## config.mk

```make
export PLATFORM = sky130hd
export DESIGN_NAME = muldiv_unit_flat
export DESIGN_NICKNAME = d
export VERILOG_FILES = /design/src/rtl/muldiv_pkg.sv /design/src/rtl/muldiv_if.sv /design/src/rtl/muldiv_div_iter.sv /design/src/rtl/muldiv_unit.sv /design/src/flat_wrapper.sv
export SDC_FILE = /design/constraint.sdc
export NUM_CORES = 1
export LEC_CHECK = 0
export CORE_MARGIN = 5
export CORE_UTILIZATION = 40
export CTS_CLUSTER_DIAMETER = 150
export CTS_CLUSTER_SIZE = 14
export DETAILED_ROUTE_END_ITERATION = 7
export GPL_TIMING_DRIVEN = 0
export SYNTH_ARGS = -nofsm -noshare
export SYNTH_HDL_FRONTEND = slang
export SYNTH_HIERARCHICAL = 1
export SYNTH_SLANG_ARGS = --single-unit
```

## constraint.sdc

```tcl
create_clock -name CLK -period 7.29 [get_ports CLK]
set_input_delay 1.458 -clock CLK [delete_from_list [all_inputs] [get_ports CLK]]
set_output_delay 1.458 -clock CLK [all_outputs]
set_load 0.05 [all_outputs]
```

## src/rtl/muldiv_pkg.sv

```systemverilog
// ---------------------------------------------------------------------------
// muldiv_pkg
// Shared definitions for the RV32M-style multiply/divide unit:
//   - funct3 operation codes (SELECT encoding)
//   - FSM state enumeration
//   - decode helpers: is_div, is_signed (rs1 signedness), is_signed_rs2
// ---------------------------------------------------------------------------
package muldiv_pkg;

  localparam logic [2:0] OP_MUL    = 3'b000;
  localparam logic [2:0] OP_MULH   = 3'b001;
  localparam logic [2:0] OP_MULHSU = 3'b010;
  localparam logic [2:0] OP_MULHU  = 3'b011;
  localparam logic [2:0] OP_DIV    = 3'b100;
  localparam logic [2:0] OP_DIVU   = 3'b101;
  localparam logic [2:0] OP_REM    = 3'b110;
  localparam logic [2:0] OP_REMU   = 3'b111;

  typedef enum logic [1:0] {
    ST_IDLE = 2'd0,
    ST_CALC = 2'd1,
    ST_DONE = 2'd2
  } state_t;

  // All divide/remainder ops have funct3[2] set.
  function automatic logic is_div(input logic [2:0] op);
    return op[2];
  endfunction

  // rs1 is treated as a signed operand.
  function automatic logic is_signed(input logic [2:0] op);
    return (op == OP_MULH) || (op == OP_MULHSU) || (op == OP_DIV) || (op == OP_REM);
  endfunction

  // rs2 is treated as a signed operand (MULHSU keeps rs2 unsigned).
  function automatic logic is_signed_rs2(input logic [2:0] op);
    return (op == OP_MULH) || (op == OP_DIV) || (op == OP_REM);
  endfunction

endpackage

```

## src/rtl/muldiv_if.sv

```systemverilog
// ---------------------------------------------------------------------------
// muldiv_if
// Request/response bundle of the multiply/divide unit.
//   IN_VALID / IN_READY   : op handshake (SELECT, DATA1, DATA2 qualify it)
//   FLUSH                 : abort the current op
//   OUT_VALID / OUT_READY : result handshake (RESULT, ZERO qualify it)
// Modports: slave = the unit, master = the requester.
// ---------------------------------------------------------------------------
interface muldiv_if #(
  parameter int XLEN = 32
);
  logic            IN_VALID;
  logic            IN_READY;
  logic [2:0]      SELECT;
  logic [XLEN-1:0] DATA1;
  logic [XLEN-1:0] DATA2;
  logic            FLUSH;
  logic            OUT_VALID;
  logic            OUT_READY;
  logic [XLEN-1:0] RESULT;
  logic            ZERO;

  modport slave (
    input  IN_VALID, SELECT, DATA1, DATA2, FLUSH, OUT_READY,
    output IN_READY, OUT_VALID, RESULT, ZERO
  );

  modport master (
    output IN_VALID, SELECT, DATA1, DATA2, FLUSH, OUT_READY,
    input  IN_READY, OUT_VALID, RESULT, ZERO
  );
endinterface

```

## src/rtl/muldiv_div_iter.sv

```systemverilog
// ---------------------------------------------------------------------------
// div_iter
// Iterative restoring divider on unsigned magnitudes, one quotient bit per
// step. i_start loads the operands; each i_step retires one bit, so XLEN
// steps produce the full quotient/remainder.
// The outputs are the quotient/remainder *after* the step being taken this
// cycle, so the caller can capture the final values on the last step edge.
// Ports:
//   i_clk, i_rst_n          : clock, async active-low reset
//   i_start                 : load i_dividend / i_divisor (wins over i_step)
//   i_step                  : perform one iteration
//   o_quo_nxt, o_rem_nxt    : magnitudes after the current step
// ---------------------------------------------------------------------------
module div_iter #(
  parameter int XLEN = 32
) (
  input  logic            i_clk,
  input  logic            i_rst_n,
  input  logic            i_start,
  input  logic            i_step,
  input  logic [XLEN-1:0] i_dividend,
  input  logic [XLEN-1:0] i_divisor,
  output logic [XLEN-1:0] o_quo_nxt,
  output logic [XLEN-1:0] o_rem_nxt
);

  logic [XLEN-1:0] r_q;   // dividend bits shift out, quotient bits shift in
  logic [XLEN-1:0] r_r;   // partial remainder, always < divisor
  logic [XLEN-1:0] r_d;
  logic [XLEN:0]   w_trial;
  logic [XLEN:0]   w_diff;
  logic            w_ge;

  // Partial remainder is < divisor, so the trial fits in XLEN+1 bits and the
  // borrow (MSB of the difference) tells whether the subtraction restores.
  assign w_trial   = {r_r, r_q[XLEN-1]};
  assign w_diff    = w_trial - {1'b0, r_d};
  assign w_ge      = ~w_diff[XLEN];
  assign o_rem_nxt = w_ge ? w_diff[XLEN-1:0] : w_trial[XLEN-1:0];
  assign o_quo_nxt = {r_q[XLEN-2:0], w_ge};

  always_ff @(posedge i_clk or negedge i_rst_n) begin
    if (!i_rst_n) begin
      r_q <= '0;
      r_r <= '0;
      r_d <= '0;
    end else if (i_start) begin
      r_q <= i_dividend;
      r_r <= '0;
      r_d <= i_divisor;
    end else if (i_step) begin
      r_q <= o_quo_nxt;
      r_r <= o_rem_nxt;
    end
  end

endmodule

```

## src/rtl/muldiv_unit.sv

```systemverilog
// ---------------------------------------------------------------------------
// muldiv_unit
// RV32M multiply/divide unit. Operands are converted to magnitudes on
// acceptance, processed iteratively (shift-add multiply here, restoring
// divide in div_iter) for XLEN cycles, and the sign is applied when the
// final result is registered.
// Divide-by-zero and signed overflow complete directly (IDLE->DONE).
// Build option: define MULDIV_FAST_MUL_EN to complete all multiplies in a
// single cycle through a full-width multiplier; divides are unaffected.
// Ports:
//   CLK      : clock
//   RESET_N  : asynchronous active-low reset
//   bus      : muldiv_if.slave (IN_VALID/IN_READY, SELECT, DATA1, DATA2,
//              FLUSH, OUT_VALID/OUT_READY, RESULT, ZERO)
// ---------------------------------------------------------------------------
module muldiv_unit
  import muldiv_pkg::*;
#(
  parameter int XLEN = 32
) (
  input  logic    CLK,
  input  logic    RESET_N,
  muldiv_if.slave bus
);

  localparam int            CW       = $clog2(XLEN) + 1;
  localparam logic [CW-1:0] LAST_CNT = CW'(XLEN - 1);

  state_t          r_state;
  state_t          w_state_nxt;
  logic [2:0]      r_op;
  logic [CW-1:0]   r_cnt;
  logic [XLEN-1:0] r_mcand;
  logic [XLEN-1:0] r_hi;
  logic [XLEN-1:0] r_lo;
  logic [XLEN-1:0] r_result;
  logic            r_neg;       // negate product / quotient
  logic            r_rem_neg;   // remainder follows the dividend sign

  logic            w_accept;
  logic            w_last;
  logic            w_s1;
  logic            w_s2;
  logic            w_div0;
  logic            w_ovf;
  logic            w_fast_mul;
  logic            w_direct;
  logic [XLEN-1:0] w_mag1;
  logic [XLEN-1:0] w_mag2;
  logic [XLEN-1:0] w_direct_res;
  logic [XLEN-1:0] w_final;
  logic [XLEN:0]   w_sum;
  logic [XLEN-1:0] w_hi_nxt;
  logic [XLEN-1:0] w_lo_nxt;
  logic [XLEN-1:0] w_quo_mag;
  logic [XLEN-1:0] w_rem_mag;

  // Apply the sign to a magnitude result and pick the half/field the op wants.
  function automatic logic [XLEN-1:0] fix_sign(
    input logic [2:0]        op,
    input logic [2*XLEN-1:0] prod_mag,
    input logic [XLEN-1:0]   quo_mag,
    input logic [XLEN-1:0]   rem_mag,
    input logic              neg,
    input logic              rem_neg
  );
    logic [2*XLEN-1:0] prod;
    logic [XLEN-1:0]   res;
    prod = neg ? -prod_mag : prod_mag;
    case (op)
      OP_MUL:                      res = prod[XLEN-1:0];
      OP_MULH, OP_MULHSU, OP_MULHU: res = prod[2*XLEN-1:XLEN];
      OP_DIV, OP_DIVU:             res = neg ? -quo_mag : quo_mag;
      default:                     res = rem_neg ? -rem_mag : rem_mag;
    endcase
    return res;
  endfunction

  // ---- acceptance decode (IDLE) -------------------------------------------
  assign w_accept = bus.IN_VALID && (r_state == ST_IDLE) && !bus.FLUSH;
  assign w_s1     = is_signed(bus.SELECT) && bus.DATA1[XLEN-1];
  assign w_s2     = is_signed_rs2(bus.SELECT) && bus.DATA2[XLEN-1];
  assign w_mag1   = w_s1 ? -bus.DATA1 : bus.DATA1;
  assign w_mag2   = w_s2 ? -bus.DATA2 : bus.DATA2;
  assign w_div0   = is_div(bus.SELECT) && (bus.DATA2 == '0);
  assign w_ovf    = is_div(bus.SELECT) && is_signed(bus.SELECT) &&
                    (bus.DATA1 == {1'b1, {(XLEN-1){1'b0}}}) && (&bus.DATA2);

`ifdef MULDIV_FAST_MUL_EN
  logic [2*XLEN-1:0] w_fast_prod;
  assign w_fast_prod = {{XLEN{1'b0}}, w_mag1} * {{XLEN{1'b0}}, w_mag2};
  assign w_fast_mul  = !is_div(bus.SELECT);
`else
  assign w_fast_mul  = 1'b0;
`endif

  assign w_direct = w_div0 || w_ovf || w_fast_mul;

  always_comb begin
    w_direct_res = '0;
    if (w_div0) begin
      w_direct_res = bus.SELECT[1] ? bus.DATA1 : '1;
    end else if (w_ovf) begin
      w_direct_res = bus.SELECT[1] ? '0 : bus.DATA1;
    end
`ifdef MULDIV_FAST_MUL_EN
    else begin
      w_direct_res = fix_sign(bus.SELECT, w_fast_prod, '0, '0, w_s1 ^ w_s2, 1'b0);
    end
`endif
  end

  // ---- iteration (CALC) -----------------------------------------------------
  // Shift-add multiply: {carry, hi, lo} shifts right one bit per step while
  // the multiplier in lo is consumed LSB first.
  assign w_sum    = {1'b0, r_hi} + (r_lo[0] ? {1'b0, r_mcand} : '0);
  assign w_hi_nxt = w_sum[XLEN:1];
  assign w_lo_nxt = {w_sum[0], r_lo[XLEN-1:1]};
  assign w_last   = (r_state == ST_CALC) && (r_cnt == LAST_CNT);

  div_iter #(
    .XLEN(XLEN)
  ) u_div (
    .i_clk      (CLK),
    .i_rst_n    (RESET_N),
    .i_start    (w_accept),
    .i_step     ((r_state == ST_CALC) && !bus.FLUSH),
    .i_dividend (w_mag1),
    .i_divisor  (w_mag2),
    .o_quo_nxt  (w_quo_mag),
    .o_rem_nxt  (w_rem_mag)
  );

  assign w_final = fix_sign(r_op, {w_hi_nxt, w_lo_nxt}, w_quo_mag, w_rem_mag,
                            r_neg, r_rem_neg);

  // ---- FSM ------------------------------------------------------------------
  always_ff @(posedge CLK or negedge RESET_N) begin
    if (!RESET_N) r_state <= ST_IDLE;
    else          r_state <= w_state_nxt;
  end

  always_comb begin
    w_state_nxt = r_state;
    if (bus.FLUSH) begin
      w_state_nxt = ST_IDLE;
    end else begin
      case (r_state)
        ST_IDLE: if (bus.IN_VALID)  w_state_nxt = w_direct ? ST_DONE : ST_CALC;
        ST_CALC: if (w_last)        w_state_nxt = ST_DONE;
        ST_DONE: if (bus.OUT_READY) w_state_nxt = ST_IDLE;
        default:                    w_state_nxt = ST_IDLE;
      endcase
    end
  end

  // ---- datapath registers -------------------------------------------------
  always_ff @(posedge CLK or negedge RESET_N) begin
    if (!RESET_N) begin
      r_op      <= '0;
      r_cnt     <= '0;
      r_mcand   <= '0;
      r_hi      <= '0;
      r_lo      <= '0;
      r_neg     <= 1'b0;
      r_rem_neg <= 1'b0;
      r_result  <= '0;
    end else if (w_accept) begin
      r_op      <= bus.SELECT;
      r_cnt     <= '0;
      r_mcand   <= w_mag1;
      r_hi      <= '0;
      r_lo      <= w_mag2;
      r_neg     <= w_s1 ^ w_s2;
      r_rem_neg <= w_s1;
      if (w_direct) r_result <= w_direct_res;
    end else if (r_state == ST_CALC) begin
      if (bus.FLUSH) begin
        r_cnt <= '0;
      end else begin
        r_hi <= w_hi_nxt;
        r_lo <= w_lo_nxt;
        if (w_last) begin
          r_result <= w_final;
          r_cnt    <= '0;
        end else begin
          r_cnt <= r_cnt + 1'b1;
        end
      end
    end
  end

  assign bus.IN_READY  = (r_state == ST_IDLE);
  assign bus.OUT_VALID = (r_state == ST_DONE);
  assign bus.RESULT    = r_result;
  assign bus.ZERO      = (r_result == '0);

endmodule

```

## src/flat_wrapper.sv

```systemverilog
// flat-port wrapper written by rule: the top's interface ports become plain ports
module muldiv_unit_flat import muldiv_pkg::*;
#(
  parameter int XLEN = 32
)
  (CLK, RESET_N, bus_IN_VALID, bus_SELECT, bus_DATA1, bus_DATA2, bus_FLUSH, bus_OUT_READY, bus_IN_READY, bus_OUT_VALID, bus_RESULT, bus_ZERO);
  muldiv_if #(.XLEN(XLEN)) bus_i ();
  input  logic CLK;
  input  logic RESET_N;
  input wire logic [$bits(bus_i.IN_VALID)-1:0] bus_IN_VALID;
  input wire logic [$bits(bus_i.SELECT)-1:0] bus_SELECT;
  input wire logic [$bits(bus_i.DATA1)-1:0] bus_DATA1;
  input wire logic [$bits(bus_i.DATA2)-1:0] bus_DATA2;
  input wire logic [$bits(bus_i.FLUSH)-1:0] bus_FLUSH;
  input wire logic [$bits(bus_i.OUT_READY)-1:0] bus_OUT_READY;
  output wire logic [$bits(bus_i.IN_READY)-1:0] bus_IN_READY;
  output wire logic [$bits(bus_i.OUT_VALID)-1:0] bus_OUT_VALID;
  output wire logic [$bits(bus_i.RESULT)-1:0] bus_RESULT;
  output wire logic [$bits(bus_i.ZERO)-1:0] bus_ZERO;
  assign bus_i.IN_VALID = bus_IN_VALID;
  assign bus_i.SELECT = bus_SELECT;
  assign bus_i.DATA1 = bus_DATA1;
  assign bus_i.DATA2 = bus_DATA2;
  assign bus_i.FLUSH = bus_FLUSH;
  assign bus_i.OUT_READY = bus_OUT_READY;
  assign bus_IN_READY = bus_i.IN_READY;
  assign bus_OUT_VALID = bus_i.OUT_VALID;
  assign bus_RESULT = bus_i.RESULT;
  assign bus_ZERO = bus_i.ZERO;
  muldiv_unit #(.XLEN(XLEN)) u_core (.CLK(CLK), .RESET_N(RESET_N), .bus(bus_i));
endmodule
```

==> flow_summary_export.csv <==
group,metric,value,unit
status,status,"completed",
worst_setup_path,cp-end-kind,"flop",
synth,synth-simple-area-share,22.4,%
worst_setup_path,startpoint_type,"flop",
synth,synth_xor_area_share,9.59,%
floorplan,die_area,54100,µm²
synth,synth_top_family_by_area,"compound AO/OA/AOI/OAI gates",
synth,avgSynthCellArea,7.82,µm²
synth,yosys.area.top_type,"dfrtp_1",
layout,drive_above_1_share,5.85,%
floorplan,core,49000,µm²
clock_tree,hold_buffers,0,
synth,yosys_warnings,6,
synth,ys.flop_type,"dfrtp_1",
worst_setup_path,critPathKind,"flop to flop",
floorplan,rows,81,
drt,vias,20200,
sta,rsz0062_at_grt,"no",
power,ir_drop,0.000214,V
placement,place_area,21800,µm²
global_routing,grt_pass1_vias,19500,
layout,n_antenna_cell,0,
sta,clock.fmax,0.140,GHz
clock_tree,htreeDepth,1,
global_routing,grt_max_degree,118,
floorplan,die_w,233,µm
synth,synth_edf_count,0,
worst_setup_path,cp.arrival,7.53,ns
placement,gp_congestion,0.979,
clock_tree,clkSlewWorstSetupHoldPaths,0.07,ns
worst_setup_path,crit_required,7.70,ns
synth,seq_area_frac_synth,29.9,%
synth,netlist_area,19800,µm²
drt,dr.pass1.iters,6,
power,total_power,8.62,mW
sta,min_period,7.12,ns
floorplan,initial_utilization,40.5,%
global_routing,grt_pass1_wl,126000,µm
synth,synthTopCellsByArea,"dfrtp_1 (30%), nand2_1 (7.4%), o21ai_0 (5.9%)",
worst_setup_path,slowest_delay,0.60,ns
drt,routedWlPerCell,25.9,µm
placement,dp_hpwl,69000,µm
clock_tree,cts.sinks,237,
sta,hold_viol_final,0,
placement,port-buffer-count,106,
synth,synth_fp_nets,2678,
global_routing,grt_overflow_total,0,
drt,totalWireLength,86100,µm
drt,drc,0,
global_routing,grt_usage,30.9,%
global_routing,grt_antenna_before_repair,1,
worst_setup_path,path_cells,"inv_1 > ha_1 > inv_1 > fa_1 > a211oi_1 > o21a_1 > a221o_2 > a2111oi_4 > o211ai_1 > o211ai_4 > buf_6 > mux2_4 > or4_1 > or4_1 > or3_1 > clkbuf_1 > o41ai_2 > xor2_1 > o221ai_1 > o21ai_1 > nand3_1 > nor4bb_1 > nor3_1",
layout,post-route-cell-area,22300,µm²
drt,via_per_inst,6.07,
synth,yosysTopAreaCellShare,29.9,%
power,p_leak,9.19,nW
clock_tree,cts_tree,"built",
synth,synth_seq_cells,237,
layout,fin_nets,2811,
sta,worst_slew_pin_slew,1.37,ns
clock_tree,numCtsBuffers,20,
worst_setup_path,critical_path_buf_inv_count,4,
synth,synth_compound_area_share,23.8,%
worst_setup_path,crit_family,"compound AO/OA/AOI/OAI gates",
drt,drt_iter0_drc,2098,
clock_tree,cts_max_path_buffers,3,
layout,fin_util,45.6,%
synth,synth_cell_type_count,95,
hold_path,min_path_type,"flop to flop",
layout,area.growth.synth_to_final,12.8,%
floorplan,io_pins,107,
worst_setup_path,worstPathMaxFanout,10,
drt,drtAntennaViolNets,0,
power,power_density,386,nW/µm²
clock_tree,clockRootBuffer,"clkbuf_16",
synth,synthAdderAreaFrac,4.69,%
synth,synth_cells,2533,
floorplan,die_h,233,µm
sta,slew_viol_final,0,
sta,skew,0.0195,ns
clock_tree,clock_latency,0.54,ns
sta,setup_viol,0,
sta,worst_slew_margin_rel,6.48,%
worst_setup_path,crit_slowest_cell,"or4_1",
synth,synthArstFlopShare,100,%
flow_run,drv_cap,0,
sta,post-route-period-util,97.7,%
synth,muxShareOfSynthArea,3.98,%
[cells in the final DEF, fill, tap and decap left out, types with 39 or more instances in the layout]
cell,count
nor2_1,248
nand2_1,388
clkbuf_1,118
a21oi_1,142
dfrtp_1,237
xnor2_1,125
clkdlybuf4s50_1,105
and2_1,50
inv_1,74
o21ai_0,232
xor2_1,92
mux2i_1,39
nor3_1,48
a31oi_1,60
o31ai_1,41
ha_1,71
[through the flow]
stage          setup TNS, ns  worst slack [ns]  hold WS (ns)  cells
6_report                   0             0.169         0.467   3330
5_1_grt                    0           0.00367         0.490   3330
4_1_cts                    0            0.0892         0.475   3328
3_5_place_dp               0            0.0352         0.457   3306
3_3_place_gp        -1363.52             -5.80         0.456   3303
2_1_floorplan              0              1.57         0.438   2533
[path summary, 6_finish.rpt]
path	start	slack [ns]	depth (start not counted)	to
setup / recovery	u_core/u_div/r_q[31]$_DFFE_PN0P_	0.17	23	u_core/bus.RESULT[31]$_DFFE_PN0P_
hold / removal	u_core/r_mcand[6]$_DFFE_PN0P_	0.47	2	u_core/r_mcand[6]$_DFFE_PN0P_
setup reg to reg	u_core/u_div/r_q[31]$_DFFE_PN0P_	0.17	23	u_core/bus.RESULT[31]$_DFFE_PN0P_
hold reg to reg	u_core/r_mcand[6]$_DFFE_PN0P_	0.47	2	u_core/r_mcand[6]$_DFFE_PN0P_
max in group asynchronous	RESET_N	5.69	2	u_core/r_hi[23]$_DFFE_PN0P_
min in group asynchronous	RESET_N	0.75	1	u_core/r_mcand[1]$_DFFE_PN0P_
[cell usage after synthesis (49+ instances only)]
master and number:
nand2_1 388, nor2_1 248, dfrtp_1 237, o21ai_0 233
a21oi_1 142, xnor2_1 125, clkbuf_1 117, xor2_1 92
inv_1 74, ha_1 71, a31oi_1 60, and2_1 50
nor3_1 49
[tightest hold or removal path, delay by kind of cell (launching register included)]
family | cells | cell delay [ns]
flip-flops | 1 | 0.34
AND/OR/NAND/NOR | 2 | 0.10
[per-layer routing]
layer | wire (µm) | GRT usage [%] | share of wire (%)
met1 | 37000 | 41.8 | 43
met2 | 38200 | 49.1 | 44
met5 | 0 | 0 | 0
met4 | 3650 | 10.7 | 4.2
met3 | 7280 | 6.75 | 8.5
[state kept, by name, indices dropped and copies added (netlist names)]
register / flops
u_core/u_div/r_r: 32
u_core/r_hi: 32
u_core/u_div/r_d: 32
u_core/u_div/r_q: 32
u_core/r_rem_neg: 1
u_core/r_lo: 32
u_core/r_cnt: 6
u_core/r_mcand: 32
u_core/r_neg: 1
u_core/r_op: 3
u_core/r_state: 2
u_core/bus.RESULT: 32
[what timing repair did]
item | in CTS | in global routing
endpoints found under the setup margin | 1 | 1
resized for setup | 1 | 3
setup buffers | 0 | 2
pin swaps | 1 | 2
[cell families (layout without fill, tap and decap cells)]
family          after synthesis  in the layout
simple gates                962            962
compound gates              725            725
buf+inv                     252            385
flops                       237            237
xor+xnor                    217            217
fa+ha+maj                    73             73
mux                          67             67
[power by group]
| group | internal [mW] | switching, mW |
|---|---|---|
| Sequential | 1.63 | 0.284 |
| Clock | 0.510 | 0.508 |
| Combinational | 2.08 | 3.61 |
[layout make-up]
| cell class | count | area, µm² |
|---|---|---|
| Buffer | 176 | 816 |
| Clock buffer | 22 | 529 |
| Fill cell | 5028 | 26600 |
| Inverter | 76 | 285 |
| Multi-Input combinational cell | 2044 | 12800 |
| Sequential cell | 237 | 5930 |
| Tap cell | 664 | 831 |
| Timing Repair Buffer | 111 | 1150 |
Note: power is estimated with default switching activity, not from simulation.
==> edit, RTL diff (same flow settings) <==
`XLEN` is set to 32 in 4 places; all go to 16.
--- a/src/rtl/muldiv_if.sv
+++ b/src/rtl/muldiv_if.sv
@@ -7,7 +7,7 @@
 // Modports: slave = the unit, master = the requester.
 // ---------------------------------------------------------------------------
 interface muldiv_if #(
-  parameter int XLEN = 32
+  parameter int XLEN = 16
 );
   logic            IN_VALID;
   logic            IN_READY;
--- a/src/rtl/muldiv_div_iter.sv
+++ b/src/rtl/muldiv_div_iter.sv
@@ -12,7 +12,7 @@
 //   o_quo_nxt, o_rem_nxt    : magnitudes after the current step
 // ---------------------------------------------------------------------------
 module div_iter #(
-  parameter int XLEN = 32
+  parameter int XLEN = 16
 ) (
   input  logic            i_clk,
   input  logic            i_rst_n,
--- a/src/rtl/muldiv_unit.sv
+++ b/src/rtl/muldiv_unit.sv
@@ -16,7 +16,7 @@
 module muldiv_unit
   import muldiv_pkg::*;
 #(
-  parameter int XLEN = 32
+  parameter int XLEN = 16
 ) (
   input  logic    CLK,
   input  logic    RESET_N,
--- a/src/flat_wrapper.sv
+++ b/src/flat_wrapper.sv
@@ -1,7 +1,7 @@
 // flat-port wrapper written by rule: the top's interface ports become plain ports
 module muldiv_unit_flat import muldiv_pkg::*;
 #(
-  parameter int XLEN = 32
+  parameter int XLEN = 16
 )
   (CLK, RESET_N, bus_IN_VALID, bus_SELECT, bus_DATA1, bus_DATA2, bus_FLUSH, bus_OUT_READY, bus_IN_READY, bus_OUT_VALID, bus_RESULT, bus_ZERO);
   muldiv_if #(.XLEN(XLEN)) bus_i ();
Interface: changed (resized bus_DATA1, bus_DATA2 and bus_RESULT); port bits go from 107 to 59. The function was not compared with the original's and may differ.
==> edit against the unedited design <==
Wire length down 60%. Largest cell class unchanged. Largest power group unchanged. Total power down 45%. Critical path depth down 2. Sequential share of layout area about the same. Combinational power down 52%. Setup slack better by 1.1 ns. Design area down 48%. Area after synthesis down 49%. Die area down 48%. Clock skew down 0.0048 ns. Sequential cell count down 113. Synthesized cell count down 51%. Global-route usage down 7.2 points.
==> edit: results (changes against the unedited design) <==
- Outcome: completed (unchanged)
- Layout Nets: 1407 (was 2811)
- Critical Path End: u_core/bus.RESULT[14]$_DFFE_PN0P_ (was u_core/bus.RESULT[31]$_DFFE_PN0P_)
- Register area share after synthesis: 0.309 (was 0.299)
- DR pass1 iterations: 6 (unchanged)
- Clk_skew: 0.0148 ns (was 0.0195 ns)
- Syn Nets: 1329 (was 2678)
- Syn-to-layout area delta: 16.6% (was 12.8%)
- Met3 Resource Use GR: 0.0545 (was 0.0675)
- Max IR drop VDD: 0.000181 V (was 0.000214 V)
- Leak: 4.86 nW (was 9.19 nW)
- Worst hold start: u_core/r_mcand[1]$_DFFE_PN0P_ (was u_core/r_mcand[6]$_DFFE_PN0P_)
- Post-CTS resize count: 0 (was 1)
- RD Place Congestion: 0.945 (was 0.979)
- Routed length on met2: 14.3 mm (was 38.2 mm)
- Cts bufs inserted: 17 (was 20)
- WL per Instance: 20.6 um (was 25.9 um)
- Highest Clock Rate: 0.165 GHz (was 0.140 GHz)
- Crit-path max cell delay: 0.52 ns (was 0.60 ns)
- Max clock buf depth: 2 (was 3)
- Register-to-Register Path Depth: 21 (was 23)
- Compound-Gate Fraction of Synth Area: 0.234 (was 0.238)
- DRT met1 WL: 16.0 mm (was 37.0 mm)
- Vias in the first global route: 9219 (was 19471)
- CP arrival: 6.34 ns (was 7.53 ns)
- H-tree levels: 4 (was 1)
- Largest cells by area after synthesis: dfrtp_1 31%, nand2_1 7.1%, o21ai_0 5.5%, xnor2_1 5.2%, ha_1 4.9% (was dfrtp_1 30%, nand2_1 7.4%, o21ai_0 5.9%, xnor2_1 5.5%, nor2_1 4.7%)
- 1st-iter DRT viols: 1079 (was 2098)
- Yosys Warn Count: 6 (unchanged)
- Min-Delay Endpoint: u_core/r_mcand[1]$_DFFE_PN0P_ (was u_core/r_mcand[6]$_DFFE_PN0P_)
- Slowest CP cell: a221oi_2 (was or4_1)
- Switching Power: 2.18 mW (was 4.40 mW)
- Worst-Margin Slew: 0.904 ns (was 1.37 ns)
- Yosys cell types: 85 (was 95)
- Post-Synth XOR/XNOR Area: 0.0865 (was 0.0959)
- First-pass GRT wire length: 52.7 mm (was 126 mm)
- Fillers: 2514 (was 5028)
- Grt met1 use: 0.353 (was 0.418)
- Number of port buffers: 57 (was 106)
- DP Cell Count: 1637 (was 3306)
- Finished Layout Cells: 1669 (was 3330)
- M2 GR Usage: 0.341 (was 0.491)
- Synth Area in Adders: 0.0527 (was 0.0469)
- Detailed-route via count: 9915 (was 20216)
- Most common library cells after synthesis: 189 x nand2_1, 124 x dfrtp_1, 110 x o21ai_0 (was 388 x nand2_1, 248 x nor2_1, 237 x dfrtp_1)
- Largest net degree at the start of global routing: 68 (was 118)
- Final HPWL DP: 26.7 mm (was 69.0 mm)
- DP Worst Slack: 1.36 ns (was 0.0352 ns)
- DR WL met3: 3.28 mm (was 7.28 mm)
- Syn_area_per_cell: 8.03 sq um (was 7.82 sq um)
- Area of placed instances: 11000 sq um (was 21800 sq um)
- Layout cells sized above 1: 0.0740 (was 0.0585)
[edit: cell count changes after synthesis, sizes merged, moves of 32 or more]
| cell | delta |
|---|---|
| dfrtp | -113 |
| clkbuf | -72 |
| nor2 | -150 |
| nand2 | -199 |
| ha | -32 |
| xor2 | -52 |
| o21ai | -122 |
| a21oi | -92 |
| xnor2 | -66 |
| a31oi | -36 |
[edit: power groups by stage]
stage	clock network [mW]	logic (mW)	registers, mW
global placement	0	2.64	1.02
CTS	0.961	2.68	1.01
finish	0.944	2.75	1.01
global route	0.990	2.97	1.03
floorplan	0	1.99	0.966
detailed placement	0	2.67	1.02
[edit: area by class of cell]
cell class | count | area share
clock inverters | 13 | 0.0186
plain buffers | 82 | 0.0354
diodes | 1 | 0.000214
repair buffers | 59 | 0.0517
clock buffers | 18 | 0.0367
multi-input cells | 994 | 0.541
well taps | 330 | 0.0353
flip-flops and latches | 124 | 0.265
inverters | 48 | 0.0154
